--- src/rtl/wb_writer.sv ---
// Writeback arbiter: buffers ALU and LSU results in per-source FIFOs and retires at most
// one per cycle onto a registered, active-low-enable regfile write port.
module wb_writer #(
    parameter int DATA_W     = 64,
    parameter int IDX_W      = 5,
    parameter int BUF_DEPTH  = 2,
    parameter int STARVE_MAX = 4
) (
    input  logic              clk,
    input  logic              rst,
    input  logic              alu_valid_i,
    output logic              alu_ready_o,
    input  logic [IDX_W-1:0]  alu_rd_i,
    input  logic [DATA_W-1:0] alu_data_i,
    input  logic              lsu_valid_i,
    output logic              lsu_ready_o,
    input  logic [IDX_W-1:0]  lsu_rd_i,
    input  logic [DATA_W-1:0] lsu_data_i,
    output logic              rf_wen_n_o,
    output logic [IDX_W-1:0]  rf_rd_idx_o,
    output logic [DATA_W-1:0] rf_wdata_o,
    output logic              idle_o
);
    localparam int PTR_W = (BUF_DEPTH > 1) ? $clog2(BUF_DEPTH) : 1;
    localparam int CNT_W = PTR_W + 1;
    localparam int ST_W  = $clog2(STARVE_MAX + 1);
    localparam int ENT_W = IDX_W + DATA_W;

    // Source 0 is the ALU, source 1 is the LSU.
    logic [1:0]            in_valid;
    logic [1:0]            in_ready;
    logic [1:0]            head_vld;
    logic [1:0]            pop;
    logic [1:0][ENT_W-1:0] in_ent;
    logic [1:0][ENT_W-1:0] head_ent;

    assign in_valid  = {lsu_valid_i, alu_valid_i};
    assign in_ent[0] = {alu_rd_i, alu_data_i};
    assign in_ent[1] = {lsu_rd_i, lsu_data_i};

    genvar gi;
    generate
        for (gi = 0; gi < 2; gi++) begin : g_fifo
            logic [ENT_W-1:0] mem_q [BUF_DEPTH];
            logic [PTR_W-1:0] wr_ptr_q, wr_ptr_d;
            logic [PTR_W-1:0] rd_ptr_q, rd_ptr_d;
            logic [CNT_W-1:0] cnt_q, cnt_d;
            logic             push;

            // Readiness ignores a same-cycle pop so the accept path never depends on arbitration.
            assign in_ready[gi] = !rst && (cnt_q != CNT_W'(BUF_DEPTH));
            assign push         = in_valid[gi] & in_ready[gi];
            assign head_vld[gi] = (cnt_q != '0);
            assign head_ent[gi] = mem_q[rd_ptr_q];

            always_comb begin
                wr_ptr_d = wr_ptr_q + PTR_W'(push);
                rd_ptr_d = rd_ptr_q + PTR_W'(pop[gi]);
                cnt_d    = cnt_q + CNT_W'(push) - CNT_W'(pop[gi]);
            end

            always_ff @(posedge clk) begin
                if (rst) begin
                    wr_ptr_q <= '0;
                    rd_ptr_q <= '0;
                    cnt_q    <= '0;
                end else begin
                    wr_ptr_q <= wr_ptr_d;
                    rd_ptr_q <= rd_ptr_d;
                    cnt_q    <= cnt_d;
                end
            end

            always_ff @(posedge clk) begin
                if (push) begin
                    mem_q[wr_ptr_q] <= in_ent[gi];
                end
            end
        end
    endgenerate

    logic [ST_W-1:0]   starve_q, starve_d;
    logic              wen_n_q, wen_n_d;
    logic [IDX_W-1:0]  idx_q, idx_d;
    logic [DATA_W-1:0] data_q, data_d;
    logic              alu_win, lsu_win;
    logic [ENT_W-1:0]  win_ent;
    logic [IDX_W-1:0]  win_rd;
    logic [DATA_W-1:0] win_data;

    // LSU has priority; a starved ALU head takes the slot once its loss budget is spent.
    assign alu_win  = head_vld[0] & (~head_vld[1] | (starve_q == ST_W'(STARVE_MAX)));
    assign lsu_win  = head_vld[1] & ~alu_win;
    assign pop      = {lsu_win, alu_win};
    assign win_ent  = alu_win ? head_ent[0] : head_ent[1];
    assign win_rd   = win_ent[ENT_W-1 -: IDX_W];
    assign win_data = win_ent[DATA_W-1:0];

    always_comb begin
        starve_d = '0;
        wen_n_d  = 1'b1;
        idx_d    = idx_q;
        data_d   = data_q;
        if (head_vld[0] && !alu_win) begin
            starve_d = (starve_q == ST_W'(STARVE_MAX)) ? starve_q : starve_q + ST_W'(1);
        end
        // Writes to x0 are consumed silently and leave the presented index/data untouched.
        if ((alu_win || lsu_win) && (win_rd != '0)) begin
            wen_n_d = 1'b0;
            idx_d   = win_rd;
            data_d  = win_data;
        end
    end

    always_ff @(posedge clk) begin
        if (rst) begin
            starve_q <= '0;
            wen_n_q  <= 1'b1;
            idx_q    <= '0;
            data_q   <= '0;
        end else begin
            starve_q <= starve_d;
            wen_n_q  <= wen_n_d;
            idx_q    <= idx_d;
            data_q   <= data_d;
        end
    end

    assign alu_ready_o = in_ready[0];
    assign lsu_ready_o = in_ready[1];
    assign rf_wen_n_o  = wen_n_q;
    assign rf_rd_idx_o = idx_q;
    assign rf_wdata_o  = data_q;
    assign idle_o      = ~head_vld[0] & ~head_vld[1] & wen_n_q;

endmodule

--- config.mk ---
export PLATFORM = sky130hd
export DESIGN_NAME = wb_writer
export DESIGN_NICKNAME = d
export VERILOG_FILES = /design/src/rtl/wb_writer.sv
export SDC_FILE = /design/constraint.sdc
export NUM_CORES = 1
export LEC_CHECK = 0
export CAP_MARGIN = 25
export CORE_ASPECT_RATIO = 1.2
export CORE_UTILIZATION = 58
export CTS_CLUSTER_DIAMETER = 150
export CTS_CLUSTER_SIZE = 14
export DETAILED_ROUTE_END_ITERATION = 7
export PLACE_DENSITY_LB_ADDON = 0.3
export SETUP_SLACK_MARGIN = 0.05
export SYNTH_ARGS = -nofsm -noshare
export SYNTH_HDL_FRONTEND = slang
export SYNTH_SLANG_ARGS = --single-unit
--- constraint.sdc ---
create_clock -name clk -period 5.8 [get_ports clk]
set_input_delay 1.16 -clock clk [delete_from_list [all_inputs] [get_ports clk]]
set_output_delay 1.16 -clock clk [all_outputs]
set_load 0.005 [all_outputs]
; After elaboration in Yosys (flattened, before gate mapping)
; Memories as Yosys holds them, arrays and structs flattened. A register that Yosys moved wholly into a read port is not among the register bits.
; Cells that the tools add are included.
[totals]
output_inout_bits = 73
register_bits = 81
inputBits = 142
n_memories = 2
ram_bits = 276
[classes]
n_reduce_logical = 11
bitwise = 11
mux = 8
n_eq_ne = 3
addsub = 9
[mem_list]
columns = memory, depth, word_bits, rd, rd_clocked_by_memory_dff, write_ports, line
row1 = g_fifo[0].mem_q, 2, 69, 1, 1, 1, 44  ; logic [ENT_W-1:0] mem_q [BUF_DEPTH];
row2 = g_fifo[1].mem_q, 2, 69, 1, 1, 1, 44
[op_table]
columns = op, count
row1 = 69-bit two-way mux, 1
row2 = 1-bit two-way mux, 7
row3 = 1-bit AND, 6
row4 = 5-bit nonzero test, 1
row5 = 1-bit adder, 4
row6 = 2-bit by 1-bit adder with 2-bit output, 2
row7 = 1-bit logical AND, 4
row8 = 2-bit inequality test (second input constant), 2
row9 = 1-bit inverter, 4
row10 = 2-bit nonzero test, 2
row11 = 2-bit by 1-bit subtractor with 2-bit output, 2
row12 = 3-bit by 1-bit adder with 3-bit output (second input constant), 1
row13 = 3-bit == test (second input constant), 1
row14 = 1-bit logical NOT, 2
row15 = 2-bit OR reduction, 1
row16 = 1-bit logical OR, 1
row17 = 1-bit OR, 1

; Longest topological paths before layout
; Gate-level depths: netlist of run 1.
[depth]
depth_word = 9
depth_mapped = 12
ltp_nobuf = 11

; Least setup slack after synthesis of run 1
; Ideal clock, no wire load.
[synth_timing]
path_kind = input -> register
startpoint = input rst
endpoint = memory g_fifo[0].mem_q[1][0] in the netlist's numbering (enable)
setup_time_ns = 0.435
path_stages = 4
t_arrival_ns = 3.172
path_slack_ns = 2.193
path_cell_list = a21oi_1 nand2_1 inv_1 ha_1
[synth_between]
elab_chain_cells = 5
[synth_lines]
columns = element, line
row1 = from (decl), 10  ; input logic rst,
row2 = 1-bit logical NOT, 51  ; assign in_ready[gi] = !rst && (cnt_q != CNT_W'(BUF_DEPTH));
row3 = 1-bit logical AND, 51
row4 = 1-bit AND, 52  ; assign push = in_valid[gi] & in_ready[gi];
row5 = 1-bit two-way mux, 75  ; if (push) begin
row6 = 1-bit two-way mux (not written as such), 76  ; mem_q[wr_ptr_q] <= in_ent[gi];
row7 = to (decl), 44
; No other way between the ends.

; Worst setup path after layout of run 1
[layout_timing]
startpoint = register starve_q[0]
endpoint = register g_fifo[0].cnt_q[1]
[layout_between]
elab_chain_cells = 4
[layout_lines]
columns = element, line
row1 = from (decl), 82  ; logic [ST_W-1:0] starve_q, starve_d;
row2 = from (signal assigned), 122  ; starve_q <= starve_d;
row3 = 3-bit == test, 92  ; assign alu_win = head_vld[0] & (~head_vld[1] | (starve_q == ST_W'(STARVE_MAX)));
row4 = 1-bit OR, 92
row5 = 1-bit AND, 92
row6 = 2-bit by 1-bit subtractor with 2-bit output, 59  ; cnt_d = cnt_q + CNT_W'(push) - CNT_W'(pop[gi]);
row7 = to (signal assigned), 70  ; cnt_q <= cnt_d;
row8 = to (decl), 47  ; logic [CNT_W-1:0] cnt_q, cnt_d;
; No other way between the ends.
; A chain may end at the register's enable or synchronous reset.

==> impl_metrics.env, run 1 <==
export IMPL_routed_wl_um=30000
export IMPL_gr_total_overflow=0
export IMPL_die_area_um2=25100
export IMPL_yosysMostFrequentCell="edfxtp_1"
export IMPL_clkLatencyLatePin_ns=0.55
export IMPL_tns_ns=0
export IMPL_status="completed"
export IMPL_drive_gt1_frac=0.142
export IMPL_port_buffers=214
export IMPL_p_int_mw=5.34
export IMPL_die_h_um=173
export IMPL_clock_fmax_mhz=286
export IMPL_synth_edff_count=276
export IMPL_cellPowerDensity_nw_per_um2=441
export IMPL_fin_area_um2=17500
export IMPL_vias_per_cell=5.67
export IMPL_crit_fanout=46
export IMPL_syn_area_um2=14200
export IMPL_start_util=0.592
export IMPL_arrival_ns=3.94
export IMPL_switching_power_mw=2.36
export IMPL_ir_worst_vdd_uv=299
export IMPL_h_tree_depth=1
export IMPL_grt_pass1_wl_um=45500
export IMPL_fp_coreArea_um2=24000
export IMPL_hpwl_um=17900
export IMPL_setup_violations_final=0
export IMPL_rows=62
export IMPL_grt_max_degree=70
export IMPL_synth_area_per_cell_um2=15.9
export IMPL_nNetsFinal=1243
export IMPL_ctsRootBufferMaster="clkbuf_16"
export IMPL_slew_headroom=0.333
export IMPL_ys_ff_latch=357
export IMPL_p_total_mw=7.70
export IMPL_routed_via_count=8142
export IMPL_gp_congestion=0.779
export IMPL_grtUsageTotal=0.243
export IMPL_ys_warn_count=0
export IMPL_post_cts_buffers=0
export IMPL_synthToLayoutAreaGrowth_pct=23.1
export IMPL_cp_slowest_cell="buf_4"
export IMPL_p_leak_nw=6.01
export IMPL_cts_sinks=357
export IMPL_path_clk_slew_ns=0.07
export IMPL_hp_class="reg -> reg"
export IMPL_slowest_delay_ns=0.76
export IMPL_cts_hold_buf=0
export IMPL_async_flop_share=0
export IMPL_yosys_area_top_type="edfxtp_1"
export IMPL_cap_violations=0
export IMPL_required_ns=6.23
export IMPL_worstSetupStartpointType="flop"
export IMPL_holdWs_ns=0.452
export IMPL_ys_seq_area_frac=0.698
export IMPL_tightest_slew_ns=1.00
export IMPL_fin_crit_ns=3.50
export IMPL_path_cells="inv_1 -> ha_1 -> a2bb2oi_1 -> or2_4 -> buf_4 -> inv_2 -> ha_1 -> inv_1 -> ha_1 -> xor2_1 -> xnor2_1 -> nor2_1"
export IMPL_grt_antenna_before_repair=3
export IMPL_post_dp_cell_area_um2=16500
export IMPL_synth_top_cell_area_share=0.584
export IMPL_synth_distinct_cells=39
export IMPL_cts_buffers=29
export IMPL_slew_violations=0
export IMPL_finClkSkew_ns=0.0113
export IMPL_end_kind="flop"
export IMPL_synth_nets=1045
export IMPL_p_clk_frac=0.233
export IMPL_p_comb_frac=0.316
export IMPL_cts_tree="yes"
export IMPL_post_route_period_util=0.604
export IMPL_drcViolationCount=0
export IMPL_die_w_um=145
export IMPL_num_io_pins=215
export IMPL_synth_area_leaders="edfxtp_1 58%, mux2i_1 14%, dfxtp_1 11%, a21oi_2 3.1%, o21ai_2 3.1%"
export IMPL_crit_type="reg -> reg"
export IMPL_drt_iter0_markers=518
export IMPL_rsz0062_at_grt="false"
export IMPL_p_seq_frac=0.451
export IMPL_post_cts_resized=0
export IMPL_routedWlPerCell_um=20.9
export IMPL_dr_pass1_iters=5
export IMPL_cpMostUsedCell="ha_1"
export IMPL_grt_pass1_vias=8440
export IMPL_ant_nets=0
export IMPL_final_util=0.729
export IMPL_switching_share=0.306
export IMPL_clock_path_buffers=3
export IMPL_finalHoldViolations=0
export IMPL_ys_top_cells_by_count="276 x edfxtp_1, 200 x mux2i_1, 81 x dfxtp_1"
export IMPL_synth_flop_cell="edfxtp_1"
export IMPL_synth_cells=893
-- worst max-delay path: cells and delay by family (launching register included) --
kind                     cells  cell delay [ns]
AO/OA/AOI/OAI                1             0.27
buffers and inverters        4             1.08
AND/OR/NAND/NOR              2             0.58
adder cells (fa/ha/maj)      3             0.72
XOR/XNOR                     2             0.36
flip-flops                   1             0.35
-- power groups by stage --
stage	logic, mW	registers (mW)	clock network [mW]
final	2.43	3.47	1.79
after detailed placement	2.41	3.53	0
after floorplan	1.49	3.44	0
after CTS	2.43	3.48	1.82
after global routing	2.62	3.52	1.91
after global placement	2.33	3.52	0
-- path summary, 6_finish.rpt --
kind	startpoint	end	slack [ns]	cells past startpoint
max	starve_q[0]$_SDFFE_PP0N_	g_fifo[0].cnt_q[1]$_SDFF_PP0_	2.30	12
max reg2reg	starve_q[0]$_SDFFE_PP0N_	g_fifo[0].cnt_q[1]$_SDFF_PP0_	2.30	12
min reg2reg	starve_q[0]$_SDFFE_PP0N_	starve_q[0]$_SDFFE_PP0N_	0.45	1
min	starve_q[0]$_SDFFE_PP0N_	starve_q[0]$_SDFFE_PP0N_	0.45	1
-- flip-flops by register name (all words and copies together), names as in the netlist --
register	count
rf_wen_n_o	1
rf_wdata_o	64
g_fifo.cnt_q	4
g_fifo.wr_ptr_q	2
g_fifo.mem_q	276
rf_rd_idx_o	5
starve_q	3
g_fifo.rd_ptr_q	2
-- routing by layer --
metal / vias up / wire, µm / track usage
met1: 4005 / 12000 / 0.314
met3: 63 / 1660 / 0.0287
li1: 3791 / - / -
met2: 283 / 15400 / 0.412
met5: - / 0 / 0
met4: 0 / 939 / 0.104
-- final cells by class --
class	count	area (µm²)
tap	320	400
antenna	3	7.51
inverter	11	41.3
multi-input combinational	465	3940
timing repair buffer	227	2330
clock buffer	52	812
clock inverter	2	17.5
sequential	357	9920
fill	1513	6500
-- stage by stage --
step                instances  setup WS [ns]
detailed placement       1375           2.31
floorplan                 893           2.19
CTS                      1429           2.05
finish                   1437           2.30
global placement         1374           2.49
global route             1437           2.05
-- cell families after synthesis --
group / synth area share
AOI/OAI and AO/OA: 0.0812
xor gates and xnor gates: 0.00432
adders and majority gates: 0.00881
buffers and inverters: 0.0306
DFF: 0.698
muxes: 0.142
and+or+nand+nor: 0.0351
-- layout by cell type, fill, tap and decap left out, types with 10 or more instances in the layout --
cell type	instances
clkdlybuf4s50_1	213
inv_1	10
nand2_1	13
o21ai_1	14
o21ai_2	50
nor2_1	14
clkbuf_1	23
edfxtp_1	276
mux2i_1	200
clkbuf_16	29
a21oi_2	50
a21oi_1	17
nand3_1	64
dfxtp_1	79
No activity file was read; power rests on OpenSTA's default activity.
==> run 2: changes to the inputs <==
--- a/config.mk
+++ b/config.mk
@@ -7,7 +7,7 @@
 export LEC_CHECK = 0
 export CAP_MARGIN = 25
 export CORE_ASPECT_RATIO = 1.2
-export CORE_UTILIZATION = 58
+export CORE_UTILIZATION = 54
 export CTS_CLUSTER_DIAMETER = 150
 export CTS_CLUSTER_SIZE = 14
 export DETAILED_ROUTE_END_ITERATION = 7
==> constraint.sdc (replaced) <==
create_clock -name clk -period 3.3 [get_ports clk]
set_input_delay 0.66 -clock clk [delete_from_list [all_inputs] [get_ports clk]]
set_output_delay 0.66 -clock clk [all_outputs]
set_load 0.005 [all_outputs]
==> impl_metrics.env, run 2 (same netlist as run 1, synthesis figures left out) <==
export IMPL_fin_crit_ns=2.78
export IMPL_start_util=0.554
export IMPL_largest_register="g_fifo.mem_q"
export IMPL_slew_violations=0
export IMPL_largest_reg_flops=276
export IMPL_finalHoldViolations=0
export IMPL_place_ws_ns=0.747
export IMPL_arrival_ns=2.12
export IMPL_status="completed"
export IMPL_ir_worst_vdd_uv=680
export IMPL_crit_fanout=6
export IMPL_gr_total_overflow=0
export IMPL_routed_via_count=8144
export IMPL_synthToLayoutAreaGrowth_pct=23.6
export IMPL_drive_gt1_frac=0.150
export IMPL_cts_sinks=357
export IMPL_routedWlPerCell_um=21.1
export IMPL_finalWorstSetupSlack_ns=0.519
export IMPL_required_ns=2.64
export IMPL_vias_per_cell=5.59
export IMPL_dr_pass1_iters=5
export IMPL_die_w_um=150
export IMPL_ant_nets=0
export IMPL_p_total_mw=13.6
export IMPL_cts_buffers=29
export IMPL_die_h_um=180
export IMPL_rsz0062_at_grt="false"
export IMPL_grtUsageTotal=0.233
export IMPL_crit_type="reg -> out"
export IMPL_fin_area_um2=17600
export IMPL_rr_worst_depth=8
export IMPL_slew_headroom=0.314
export IMPL_min_from="rf_wdata_o[59]$_SDFFE_PP0P_"
export IMPL_register_area_um2=9920
export IMPL_port_buffers=214
export IMPL_regToRegSetupSlack_ns=0.82
export IMPL_clkLatencyLatePin_ns=0.55
export IMPL_clock_path_buffers=3
export IMPL_worstSetupStartpointType="flop"
export IMPL_final_common_cell="edfxtp_1"
export IMPL_cts_tree="yes"
export IMPL_drt_iter0_markers=463
export IMPL_multi_input_area_um2=3940
export IMPL_holdWs_ns=0.462
export IMPL_cellPowerDensity_nw_per_um2=773
export IMPL_final_util=0.685
export IMPL_rows=64
export IMPL_setup_violations_final=0
export IMPL_clock_fmax_mhz=360
export IMPL_dp_cells=1401
export IMPL_fp_coreArea_um2=25600
export IMPL_grt_pass1_vias=8546
export IMPL_post_route_period_util=0.843
export IMPL_reg2reg_to="rf_wdata_o[22]$_SDFFE_PP0P_"
export IMPL_ctsRootBufferMaster="clkbuf_16"
export IMPL_post_dp_cell_area_um2=16700
export IMPL_routed_wl_um=30700
export IMPL_p_leak_nw=6.06
export IMPL_drcViolationCount=0
export IMPL_instances_no_fill=1456
export IMPL_grt_max_degree=54
export IMPL_gp_congestion=0.778
export IMPL_hold_depth=2
export IMPL_hpwl_um=20000
export IMPL_post_cts_buffers=0
export IMPL_hp_class="reg -> reg"
export IMPL_tns_ns=0
export IMPL_r2r_start="starve_q[0]$_SDFFE_PP0N_"
export IMPL_end_kind="primary output"
export IMPL_cts_hold_buf=0
export IMPL_num_io_pins=215
export IMPL_grt_antenna_before_repair=2
export IMPL_path_clk_slew_ns=0.07
export IMPL_finClkSkew_ns=0.0131
export IMPL_cap_violations=0
export IMPL_fillers=1804
export IMPL_tightest_slew_ns=1.03
export IMPL_mostFrequentLayoutCells="276 x edfxtp_1, 213 x clkdlybuf4s50_1, 200 x mux2i_1, 79 x dfxtp_1, 64 x nand3_1"
export IMPL_nNetsFinal=1254
export IMPL_h_tree_depth=1
export IMPL_die_area_um2=26900
export IMPL_holdPathEnd="rf_wdata_o[59]$_SDFFE_PP0P_"
export IMPL_post_cts_resized=0
export IMPL_grt_pass1_wl_um=47100
run 2: changes by cell type in the layout (fill, tap and decap cells not counted):
cell | before | now
buf_12 | 0 | 7
buf_16 | 5 | 0
buf_4 | 8 | 18
clkbuf_2 | 1 | 0
diode_2 | 3 | 1
run 2: report_power, final:
group	internal (mW)	leakage [nW]	total (mW)	switching (mW)
sequential	5.58	3.20	6.05	0.474
combinational	2.19	2.46	4.38	2.20
clock	1.66	0.394	3.13	1.47
run 2: cell type report:
type / instances / share of cell area
diodes: 1 / 0.000143
clock buffers: 52 / 0.0463
well taps: 330 / 0.0235
clock inverters: 2 / 0.000998
repair buffers: 238 / 0.137
flip-flops and latches: 357 / 0.565
inverters: 11 / 0.00235
multi-input cells: 465 / 0.225
run 2: how the worst max path moves through the flow:
stage / start / to / slack, ns / depth (start not counted)
floorplan: rst / g_fifo[0].mem_q[1][0]$_DFFE_PP_ / 0.19 / 4
global placement: rst / g_fifo[1].mem_q[0][44]$_DFFE_PP_ / 0.81 / 6
detailed placement: rst / g_fifo[1].mem_q[0][36]$_DFFE_PP_ / 0.75 / 6
CTS: g_fifo[1].cnt_q[1]$_SDFF_PP0_ / idle_o / 0.50 / 3
global route: g_fifo[1].cnt_q[1]$_SDFF_PP0_ / idle_o / 0.44 / 3
finish: g_fifo[1].cnt_q[1]$_SDFF_PP0_ / idle_o / 0.52 / 3
run 2: critical path, cell delays in order, from the launching register on:
cell             delay [ns]
dfxtp_1                0.39
nor4_1                 0.50
and2_1                 0.20
clkdlybuf4s50_1        0.49
run 2: metal layers:
metal	vias up	global-route usage	share of wire
met5	-	0	0.00042
met4	2	0.0824	0.031
met3	52	0.0348	0.055
met2	278	0.412	0.52
met1	4004	0.287	0.39
li1	3808	-	-
==> run 3: changes to the inputs <==
--- a/config.mk
+++ b/config.mk
@@ -7,7 +7,7 @@
 export LEC_CHECK = 0
 export CAP_MARGIN = 25
 export CORE_ASPECT_RATIO = 1.2
-export CORE_UTILIZATION = 54
+export CORE_UTILIZATION = 49
 export CTS_CLUSTER_DIAMETER = 150
 export CTS_CLUSTER_SIZE = 14
 export DETAILED_ROUTE_END_ITERATION = 7
==> constraint.sdc (replaced) <==
create_clock -name clk -period 2.33 [get_ports clk]
set_input_delay 0.466 -clock clk [delete_from_list [all_inputs] [get_ports clk]]
set_output_delay 0.466 -clock clk [all_outputs]
set_load 0.005 [all_outputs]
==> impl_metrics.env, run 3 (same netlist as run 1, synthesis figures left out) <==
export IMPL_status="completed"
export IMPL_mostFrequentLayoutCells="276 x edfxtp_1, 210 x clkdlybuf4s50_1, 200 x mux2i_1, 76 x dfxtp_1, 64 x nand3_1"
export IMPL_setup_violations_final=0
export IMPL_synthToLayoutAreaGrowth_pct=26.0
export IMPL_largest_reg_flops=276
export IMPL_clock_fmax_mhz=469
export IMPL_slew_violations=0
export IMPL_hpwl_um=20000
export IMPL_end_kind="primary output"
export IMPL_cts_hold_buf=0
export IMPL_p_leak_nw=6.19
export IMPL_ir_worst_vdd_uv=698
export IMPL_p_int_mw=13.5
export IMPL_fin_crit_ns=2.13
export IMPL_cp_slowest_cell="dfxtp_4"
export IMPL_final_common_cell="edfxtp_1"
export IMPL_num_io_pins=215
export IMPL_dp_cells=1463
export IMPL_critical_path_top_delay_family="buffers and inverters"
export IMPL_cap_violations=0
export IMPL_drcViolationCount=0
export IMPL_finalHoldViolations=0
export IMPL_instances_no_fill=1519
export IMPL_holdWs_ns=0.107
export IMPL_path_clk_slew_ns=0.07
export IMPL_grt_antenna_before_repair=1
export IMPL_rows=67
export IMPL_finClkSkew_ns=0.0249
export IMPL_h_tree_depth=1
export IMPL_post_route_period_util=0.914
export IMPL_largest_register="g_fifo.mem_q"
export IMPL_p_seq_frac=0.439
export IMPL_hold_depth=2
export IMPL_nNetsFinal=1269
export IMPL_die_area_um2=29700
export IMPL_p_total_mw=19.5
export IMPL_p_comb_frac=0.332
export IMPL_gr_total_overflow=0
export IMPL_tightest_slew_ns=0.882
export IMPL_rr_worst_depth=8
export IMPL_diodes=0
export IMPL_drive_gt1_frac=0.167
export IMPL_path_cells="nor4_2 -> buf_4 -> and2_1 -> dlygate4sd2_1"
export IMPL_crit_fanout=2
export IMPL_rsz0062_at_grt="false"
export IMPL_switching_share=0.304
export IMPL_routedWlPerCell_um=20.4
export IMPL_cellPowerDensity_nw_per_um2=1090
export IMPL_dr_pass1_iters=4
export IMPL_routed_via_count=8182
export IMPL_crit_type="reg -> out"
export IMPL_worstSetupStartpointType="flop"
export IMPL_ctsRootBufferMaster="clkbuf_16"
export IMPL_ant_nets=0
export IMPL_crit_cells=4
export IMPL_cts_sinks=357
export IMPL_cts_tree="yes"
export IMPL_gp_congestion=0.754
export IMPL_p_clk_frac=0.229
export IMPL_grtUsageTotal=0.211
export IMPL_drt_iter0_markers=429
export IMPL_slew_headroom=0.412
export IMPL_routed_wl_um=31000
export IMPL_start_util=0.504
export IMPL_cts_buffers=29
export IMPL_die_h_um=188
export IMPL_die_w_um=157
export IMPL_port_buffers=214
export IMPL_required_ns=1.86
export IMPL_hp_class="in -> reg"
export IMPL_grt_max_degree=54
export IMPL_clkLatencyLatePin_ns=0.56
export IMPL_path_buf_inv=2
export IMPL_grt_pass1_wl_um=47000
export IMPL_arrival_ns=1.66
export IMPL_grt_pass1_vias=8532
export IMPL_switching_power_mw=5.93
export IMPL_vias_per_cell=5.39
export IMPL_clock_path_buffers=3
export IMPL_fp_coreArea_um2=28200
export IMPL_slowest_delay_ns=0.35
run 3: cell types whose count changed in the layout (fill, tap and decap cells not counted):
cell / delta
a21oi_1: -1
nor4_2: +1
dfxtp_2: +2
diode_2: -1
nor4_1: -1
buf_12: +12
a21oi_2: +1
dfxtp_1: -3
clkdlybuf4s50_1: -3
dlygate4sd2_1: +3
buf_4: +3
a2bb2oi_2: +1
a2bb2oi_1: -1
dfxtp_4: +1
run 3: worst paths after layout:
kind | start | to | slack [ns]
max | g_fifo[1].cnt_q[0]$_SDFF_PP0_ | idle_o | 0.20
min | rst | g_fifo[1].cnt_q[1]$_SDFF_PP0_ | 0.11
max reg2reg | g_fifo[1].cnt_q[0]$_SDFF_PP0_ | rf_wdata_o[50]$_SDFFE_PP0P_ | 0.21
min reg2reg | starve_q[0]$_SDFFE_PP0N_ | starve_q[0]$_SDFFE_PP0N_ | 0.45
run 3: final cells by class:
class	instances	area (µm²)
Fill cell	2119	10300
Sequential cell	357	9920
Multi-Input combinational cell	465	3960
Timing Repair Buffer	253	2670
Clock buffer	52	812
Tap cell	379	474
Inverter	11	41.3
Clock inverter	2	17.5
run 3: power groups by stage:
stage / Combinational, mW / Clock [mW] / Sequential, mW
after floorplan: 3.71 / 0 / 8.55
after global placement: 6.36 / 0 / 8.67
after detailed placement: 6.48 / 0 / 8.67
after CTS: 6.53 / 4.56 / 8.56
after global routing: 6.97 / 4.79 / 8.63
final: 6.46 / 4.46 / 8.55
run 3: through the flow:
step	TNS, ns	setup WS [ns]	cell area, µm²	util
final	0	0.200	17900	0.635
after CTS	0	0.0764	17900	0.635
after floorplan	-160.82	-0.583	14200	-
after detailed placement	0	0.111	17000	0.605
after global placement	0	0.179	17000	0.605
after global routing	0	0.0865	17900	0.635
run 3: layer usage:
metal | vias to the layer above | wire length [µm] | part of all wire | global-route usage
li1 | 3840 | - | - | -
met1 | 4065 | 12200 | 0.39 | 0.255
met2 | 224 | 16300 | 0.53 | 0.383
met3 | 51 | 1700 | 0.055 | 0.0343
met4 | 2 | 721 | 0.023 | 0.0635
met5 | - | 13 | 0.00042 | 0
run 3: timing repair:
item                       in CTS  in global routing
pin swaps                       1                  0
setup endpoints to repair       3                  7
setup buffers                   2                  0
resized for setup               8                  2
